$ cat config.mk
export PLATFORM = sky130hd
export DESIGN_NAME = mem_request_handler
export DESIGN_NICKNAME = d
export VERILOG_FILES = /design/src/rtl/mem_req_pkg.sv /design/src/rtl/mem_request_handler_lane_align.sv /design/src/rtl/mem_request_handler.sv
export SDC_FILE = /design/constraint.sdc
export NUM_CORES = 1
export LEC_CHECK = 0
export CAP_MARGIN = 20
export CORE_MARGIN = 1.5
export CORE_UTILIZATION = 40
export CTS_BUF_LIST = sky130_fd_sc_hd__clkbuf_4
export DETAILED_ROUTE_END_ITERATION = 16
export PLACE_DENSITY_LB_ADDON = 0.15
export SLEW_MARGIN = 20
export SYNTH_ARGS = -nofsm -noshare
export SYNTH_HDL_FRONTEND = slang
export SYNTH_SLANG_ARGS = --single-unit
$ cat constraint.sdc
create_clock -name clk -period 6.5 [get_ports clk]
set_input_delay 1.95 -clock clk [delete_from_list [all_inputs] [get_ports clk]]
set_output_delay 1.95 -clock clk [all_outputs]
set_load 0.05 [all_outputs]
$ cat src/rtl/mem_req_pkg.sv
// Shared types for the memory request handler:
// FSM states, access sizes, datapath width and alignment helper.
package mem_req_pkg;

  localparam int XLEN = 32;

  typedef enum logic [2:0] {
    IDLE,
    FETCH,
    LOAD,
    RMW_RD,
    STORE,
    RESP
  } state_e;

  typedef enum logic [1:0] {
    SZ_BYTE = 2'd0,
    SZ_HALF = 2'd1,
    SZ_WORD = 2'd2,
    SZ_BAD  = 2'd3
  } size_e;

  function automatic logic misaligned(
    input logic [1:0] sz,
    input logic [1:0] lo
  );
    logic bad;
    bad = 1'b0;
    case (sz)
      2'd0: bad = 1'b0;
      2'd1: bad = lo[0];
      2'd2: bad = (lo != 2'b00);
      default: bad = 1'b1;
    endcase
    return bad;
  endfunction

endpackage

$ cat src/rtl/mem_request_handler_lane_align.sv
// Byte/half lane extraction with sign/zero extension, and store lane merge.
// Ports: word_i (RAM word), wdata_i, lo_i (addr[1:0]), size_i, uns_i -> load_o, merge_o.
module lane_align
  import mem_req_pkg::*;
(
  input  logic [XLEN-1:0] word_i,
  input  logic [XLEN-1:0] wdata_i,
  input  logic [1:0]      lo_i,
  input  size_e           size_i,
  input  logic            uns_i,
  output logic [XLEN-1:0] load_o,
  output logic [XLEN-1:0] merge_o
);

  logic [7:0]  b;
  logic [15:0] h;

  always_comb begin
    b       = word_i[7:0];
    h       = lo_i[1] ? word_i[31:16] : word_i[15:0];
    load_o  = word_i;
    merge_o = wdata_i;
    case (lo_i)
      2'd0: b = word_i[7:0];
      2'd1: b = word_i[15:8];
      2'd2: b = word_i[23:16];
      default: b = word_i[31:24];
    endcase
    case (size_i)
      SZ_BYTE: begin
        load_o  = {{24{~uns_i & b[7]}}, b};
        merge_o = word_i;
        case (lo_i)
          2'd0: merge_o[7:0]   = wdata_i[7:0];
          2'd1: merge_o[15:8]  = wdata_i[7:0];
          2'd2: merge_o[23:16] = wdata_i[7:0];
          default: merge_o[31:24] = wdata_i[7:0];
        endcase
      end
      SZ_HALF: begin
        load_o  = {{16{~uns_i & h[15]}}, h};
        merge_o = word_i;
        if (lo_i[1]) merge_o[31:16] = wdata_i[15:0];
        else         merge_o[15:0]  = wdata_i[15:0];
      end
      default: ;
    endcase
  end

endmodule

$ cat src/rtl/mem_request_handler.sv
// Arbitrates CPU fetch / load / store onto a single-port RAM.
// Ports: clk, rst, CPU requests in, instr/d_rdata/resp_valid/d_err/stall out, RAM side.
module mem_request_handler
  import mem_req_pkg::*;
(
  input  logic            clk,
  input  logic            rst,
  input  logic            i_req,
  input  logic [XLEN-1:0] i_addr,
  input  logic            d_rd,
  input  logic            d_wr,
  input  logic [XLEN-1:0] d_addr,
  input  logic [XLEN-1:0] d_wdata,
  input  logic [1:0]      d_size,
  input  logic            d_unsigned,
  output logic [XLEN-1:0] instr,
  output logic [XLEN-1:0] d_rdata,
  output logic            resp_valid,
  output logic            d_err,
  output logic            stall,
  output logic [XLEN-1:0] ram_addr,
  output logic [XLEN-1:0] ram_wdata,
  output logic            ram_we,
  input  logic [XLEN-1:0] ram_rdata,
  input  logic            ram_busy
);

  state_e          state_q, state_d;
  logic [XLEN-1:0] addr_q, addr_d;
  logic [XLEN-1:0] wdata_q, wdata_d;
  size_e           size_q, size_d;
  logic            uns_q, uns_d;
  logic            err_q, err_d;
  logic [XLEN-1:0] word_q, word_d;
  logic [XLEN-1:0] instr_q, instr_d;
  logic [XLEN-1:0] rdata_q, rdata_d;

  logic [XLEN-1:0] la_word;
  logic [XLEN-1:0] la_load;
  logic [XLEN-1:0] la_merge;
  logic            access;

  // Loads align the live RAM word; stores merge into the word read in RMW_RD.
  assign la_word = (state_q == LOAD) ? ram_rdata : word_q;

  lane_align u_lane (
    .word_i  (la_word),
    .wdata_i (wdata_q),
    .lo_i    (addr_q[1:0]),
    .size_i  (size_q),
    .uns_i   (uns_q),
    .load_o  (la_load),
    .merge_o (la_merge)
  );

  always_comb begin
    state_d = state_q;
    addr_d  = addr_q;
    wdata_d = wdata_q;
    size_d  = size_q;
    uns_d   = uns_q;
    err_d   = err_q;
    word_d  = word_q;
    instr_d = instr_q;
    rdata_d = rdata_q;
    unique case (state_q)
      IDLE: begin
        if (d_rd || d_wr) begin
          addr_d  = d_addr;
          wdata_d = d_wdata;
          size_d  = size_e'(d_size);
          uns_d   = d_unsigned;
          err_d   = misaligned(d_size, d_addr[1:0]);
          if (err_d)
            state_d = RESP;
          else if (d_wr)
            state_d = (size_d == SZ_WORD) ? STORE : RMW_RD;
          else
            state_d = LOAD;
        end else if (i_req) begin
          addr_d  = i_addr;
          err_d   = 1'b0;
          state_d = FETCH;
        end
      end
      FETCH: if (!ram_busy) begin
        instr_d = ram_rdata;
        state_d = RESP;
      end
      LOAD: if (!ram_busy) begin
        rdata_d = la_load;
        state_d = RESP;
      end
      RMW_RD: if (!ram_busy) begin
        word_d  = ram_rdata;
        state_d = STORE;
      end
      STORE: if (!ram_busy) state_d = RESP;
      RESP: state_d = IDLE;
      default: state_d = IDLE;
    endcase
  end

  always_ff @(posedge clk or posedge rst) begin
    if (rst) begin
      state_q <= IDLE;
      addr_q  <= '0;
      wdata_q <= '0;
      size_q  <= SZ_BYTE;
      uns_q   <= 1'b0;
      err_q   <= 1'b0;
      word_q  <= '0;
      instr_q <= '0;
      rdata_q <= '0;
    end else begin
      state_q <= state_d;
      addr_q  <= addr_d;
      wdata_q <= wdata_d;
      size_q  <= size_d;
      uns_q   <= uns_d;
      err_q   <= err_d;
      word_q  <= word_d;
      instr_q <= instr_d;
      rdata_q <= rdata_d;
    end
  end

  assign access = (state_q == FETCH) || (state_q == LOAD) ||
                  (state_q == RMW_RD) || (state_q == STORE);

  assign ram_addr   = access ? {addr_q[31:2], 2'b00} : '0;
  assign ram_we     = (state_q == STORE);
  assign ram_wdata  = ram_we ? la_merge : '0;
  assign resp_valid = (state_q == RESP);
  assign d_err      = resp_valid & err_q;
  assign stall      = access ||
                      ((state_q == IDLE) && (i_req || d_rd || d_wr));
  assign instr      = instr_q;
  assign d_rdata    = rdata_q;

endmodule

==> results of run 1 <==
kinds of logic (layout without fill, tap and decap cells):
family / after synthesis / count (layout) / share of synthesized area
flops: 167 / 167 / 0.4720
simple gates: 208 / 208 / 0.1101
other cells: 1 / 2 / 0.0004235
mux: 186 / 186 / 0.2296
xor+xnor: 1 / 1 / 0.0009893
compound gates: 199 / 199 / 0.1444
buf+inv: 76 / 328 / 0.04253
registers in the layout, summed over array words and instances, names as in the netlist:
name,flops
word_q,32
instr,32
d_rdata,32
err_q,1
size_q,2
uns_q,1
addr_q,32
state_q,3
wdata_q,32
routing by layer:
layer / up-vias / global-route usage / routed length (µm)
met5: - / 0 / 0
met4: 0 / 0.05625 / 300
met3: 25 / 0.06018 / 2220
met2: 295 / 0.3552 / 12170
met1: 3608 / 0.3340 / 11980
li1: 3489 / - / -
where the power goes:
part | internal (mW) | total, mW | switching [mW]
Sequential | 1.54 | 1.94 | 0.401
Combinational | 1.58 | 4.35 | 2.77
Clock | 0.167 | 0.592 | 0.425
Total | 3.29 | 6.88 | 3.59
Yosys cell counts (all sizes together), types with 3 or more instances:
cell / instances
nand2: 91
mux2i: 70
clkbuf: 36
dfrtp: 167
o21ai: 68
o22ai: 12
o221ai: 8
a211oi: 4
a221oi: 20
a21oi: 44
nand3: 8
o21bai: 4
nor2: 48
o221a: 4
o31ai: 5
buf: 31
a21o: 8
and2: 33
o211a: 4
o211ai: 12
inv: 9
or3: 5
nand3b: 5
mux2: 116
nand2b: 4
nor2b: 3
critical path, stage by stage:
cell             delay [ns]
clkdlybuf4s50_1        0.46
mux2i_1                0.58
nand2_1                0.11
o211ai_1               0.12
a21oi_1                0.12
clkdlybuf4s50_1        0.73
worst paths after layout:
path                                  to  slack [ns]  depth (start not counted)
min                           addr_q[29]        0.49                          2
max reg2reg                   d_rdata[4]        3.72                          6
min in group asynchronous    wdata_q[26]        1.84                          2
min reg2reg                   addr_q[29]        0.49                          2
max                        ram_wdata[18]        0.47                          6
max in group asynchronous     word_q[18]        3.67                          3
layout make-up:
type / instances / share of cell area
clock inverter: 15 / 0.01112
tap: 280 / 0.02909
clock buffer: 17 / 0.01060
timing repair buffer: 287 / 0.2352
sequential: 167 / 0.3471
inverter: 9 / 0.003221
multi-input combinational: 596 / 0.3637
layout by cell type, fill, tap and decap left out, types with 2 or more instances in the layout:
cell type        count
o31ai_1              5
a211oi_1             4
and3_1               2
a32o_1               2
clkdlybuf4s50_1    258
mux2i_2              7
conb_1               2
mux2i_1             63
o221ai_1             8
o211a_1              4
a221oi_1            19
clkinv_1             2
inv_8                3
o21ai_0             61
dfrtp_1            167
o21bai_1             4
o21ai_1              6
nor2_1              47
a21o_1               8
nor2b_1              3
nand3b_1             5
a21oi_1             43
mux2_1              11
buf_4               27
mux2_2             105
inv_6                7
o211ai_1            12
o22ai_1             12
and2_1              33
nor3_1               2
inv_1                7
nand2_1             91
nand3_1              8
or3_1                5
nor4b_4              2
clkbuf_4            17
nand2b_1             4
o221a_2              4
clkinvlp_4           2
per-stage QoR:
stage / cells / hold slack [ns] / util
final: 1371 / 0.4884 / 0.5535
after global routing: 1371 / 0.5106 / 0.5535
after CTS: 1370 / 0.4950 / 0.5522
after detailed placement: 1338 / 0.4618 / 0.5402
after global placement: 1338 / 0.4523 / 0.5397
after floorplan: 839 / 0.4418 / -
==> flow_metrics.tcl, run 1 <==
set metrics [dict create \
    gr-usage-all-layers 0.2344 \
    numClockSinks 167 \
    finalMaxSlewViolations 0 \
    crit_fanout 4 \
    regArea_mm2 0.004179 \
    clockBufferDepth 2 \
    required_ns 4.55 \
    ant_nets 0 \
    final.setup.tns_ns 0 \
    port_buffers 266 \
    drtIter0Drc 504 \
    cts_made_buffers 17 \
    postSynth.asyncResetShare 1.000 \
    tightest_slew_ns 0.8813 \
    p_total_mw 6.882 \
    final_cell_area_mm2 0.01204 \
    pre_cts_slack_ns 0.4965 \
    fin_crit_sh 0.9276 \
    cts_resized 0 \
    drtPass1Iterations 5 \
    synthCells 838 \
    cts_tree "done" \
    fin_crit_ns 6.030 \
    arrival_ns 4.08 \
    postCtsSetupRepairBufs 0 \
    n_fill_cell 1971 \
    clk_pin_slew_ns 0.15 \
    nets 1215 \
    setup.worst_path.start "ram_rdata[18]" \
    hold_viol_final 0 \
    fp.dieW_um 151.8 \
    synth_cell_types 51 \
    antenna_found_initial 0 \
    synth_top_flop_cell "dfrtp_1" \
    synth-edff-count 0 \
    vias 7417 \
    cap_violations 0 \
    min-delay-start "addr_q[29]" \
    dpl_cell_area_mm2 0.01175 \
    insertion_delay_ns 0.60 \
    dp_hpwl_um 19480 \
    power_density_mw_per_mm2 571.5 \
    area_growth_pct 35.99 \
    leakagePower_nw 4.978 \
    synth_area_leaders "dfrtp_1 47%, mux2_2 13%, mux2i_1 7.1%, nand2_1 3.9%, o21ai_0 3.5%" \
    cts.htree.levels 4 \
    setup_viol 0 \
    start_kind "input pin" \
    yosysWarningCount 0 \
    drt_wl_total_um 26670 \
    yosysSeqAreaShare 0.4720 \
    ys_ff_latch 167 \
    fp-row-count 54 \
    fmax_mhz 165.8 \
    timing.rr.start "state_q[2]" \
    hold_class "flip-flop to flip-flop" \
    grt_overflow 0 \
    cts_hold_buf 0 \
    peakVddDrop_v 0.0002821 \
    clock-skew-final_ns 0.02710 \
    start_util 0.4070 \
    core_mm2 0.02176 \
    rsz0062_at_grt "false" \
    yosysTopAreaCell "dfrtp_1" \
    avgSynthCellArea_um2 10.57 \
    grt_max_degree 85 \
    syn_area_mm2 0.008855 \
    gp_congestion 0.8437 \
    die_area_mm2 0.02304 \
    grt_pass1_vias 6997 \
    wl_per_cell_um 19.45 \
    layout-drive-gt1-share 0.1714 \
    die_h_um 151.8 \
    status "completed" \
    cp-end-kind "primary output" \
    multi_input_comb_area_mm2 0.004379 \
    fin_ws_ns 0.4704 \
    critPathKind "input pin to primary output" \
    slew_headroom 0.4103 \
    vias_per_cell 5.410 \
    cts-root-buf "clkbuf_4" \
    synth_top_area_share 0.4720 \
    grt_pass1_wl_um 40430 \
    diodes 0 \
    drc 0 \
    io_pins 269 \
]
Note: power is estimated with default switching activity, not from simulation.
==> inputs of run 2 (changes only) <==
- GPL_ROUTABILITY_DRIVEN: not set -> 0
==> results of run 2 <==
No change in the layout: final DEF, timing and power equal those of run 1.
==> inputs of run 3 (changes only) <==
- CORE_UTILIZATION: 40 -> 42
==> flow_metrics.tcl, run 3 (synthesized netlist as in run 1, its figures left out) <==
set metrics [dict create \
    highest_layer "met4" \
    fp.dieW_um 148.2 \
    power_density_mw_per_mm2 570.7 \
    min-delay-start "addr_q[13]" \
    start_util 0.4334 \
    cts_hold_buf 0 \
    vias 7531 \
    vias_per_cell 5.554 \
    met1_length_um 11410 \
    clockBufferDepth 2 \
    finalMaxSlewViolations 0 \
    crit_fanout 4 \
    cap_violations 0 \
    port_buffers 266 \
    start_kind "input pin" \
    hold_class "flip-flop to flip-flop" \
    p_total_mw 6.837 \
    ant_nets 0 \
    dp_hpwl_um 19460 \
    die_area_mm2 0.02196 \
    final_common_cell "clkdlybuf4s50_1" \
    fin_crit_ns 6.079 \
    grt_overflow 0 \
    die_h_um 148.2 \
    grt_max_degree 92 \
    core_mm2 0.02043 \
    critPathKind "input pin to primary output" \
    drtPass1Iterations 7 \
    hold_viol_final 0 \
    slew_headroom 0.3722 \
    io_pins 269 \
    timing.rr.start "state_q[2]" \
    finalNonFillerCells 1356 \
    grt_pass1_wl_um 41030 \
    peakVddDrop_v 0.0002486 \
    required_ns 4.55 \
    numClockSinks 167 \
    postCtsSetupRepairBufs 0 \
    layout_common_cells "257 x clkdlybuf4s50_1, 167 x dfrtp_1, 105 x mux2_2" \
    drc 0 \
    antenna_found_initial 1 \
    arrival_ns 4.13 \
    insertion_delay_ns 0.59 \
    nets 1209 \
    gr-usage-all-layers 0.2436 \
    grt_pass1_vias 7269 \
    final.setup.tns_ns 0 \
    wl_per_cell_um 19.51 \
    fin_crit_sh 0.9352 \
    setup.worst_path.start "ram_rdata[16]" \
    met2WireLength_um 12210 \
    drt_wl_total_um 26450 \
    status "completed" \
    drtIter0Drc 429 \
    cts.htree.levels 4 \
    layout-drive-gt1-share 0.1677 \
    fmax_mhz 164.5 \
    clock-skew-final_ns 0.03304 \
    cts_tree "done" \
    cp-end-kind "primary output" \
    rsz0062_at_grt "false" \
    final_core_util 0.5864 \
    cts_made_buffers 17 \
    fp-row-count 52 \
    area_growth_pct 35.30 \
    leakagePower_nw 4.948 \
    clk_pin_slew_ns 0.13 \
    tightest_slew_ns 0.9382 \
    cts_resized 0 \
    dp.cells 1323 \
    setup_viol 0 \
    cts-root-buf "clkbuf_4" \
    dr_wl_met3_um 2233 \
]
run 3: where the power goes:
part | switching, mW | internal (mW)
combinational | 2.77 | 1.57
sequential | 0.394 | 1.54
clock | 0.396 | 0.170
run 3: worst max-delay path, cell delays in order:
cell and delay, ns:
clkdlybuf4s50_1 0.45, mux2i_1 0.50, nand2_1 0.22, o211ai_1 0.16
a21oi_1 0.12, clkdlybuf4s50_1 0.73
run 3: worst paths after layout:
kind	endpoint	slack [ns]	cells after the start
worst max-delay path	ram_wdata[16]	0.42	6
max in group asynchronous	word_q[10]	3.68	3
worst min register to register	addr_q[13]	0.48	2
worst max register to register	d_rdata[6]	3.49	6
worst min-delay path	addr_q[13]	0.48	2
min in group asynchronous	wdata_q[16]	1.81	2
run 3: area by class of cell:
cell class	count	area, µm²
Fill cell	1822	8449
Multi-Input combinational cell	596	4379
Sequential cell	167	4179
Timing Repair Buffer	281	2798
Tap cell	270	337.8
Clock buffer	20	150.1
Clock inverter	12	95.09
Inverter	9	38.79
Antenna cell	1	2.502
run 3: stage by stage:
stage | area (µm²) | setup WS, ns | hold slack [ns]
final | 11980 | 0.4209 | 0.4844
after global routing | 11980 | 0.3476 | 0.5129
after CTS | 11980 | 0.4790 | 0.4933
after detailed placement | 11730 | 0.4769 | 0.4618
after global placement | 11690 | 0.4822 | 0.4519
after floorplan | 8859 | 0.03162 | 0.4418
run 3: metal layers:
metal,up-vias,track usage
met4,0,0.07376
li1,3488,-
met1,3669,0.3308
met3,46,0.07301
met5,-,0
met2,328,0.3757
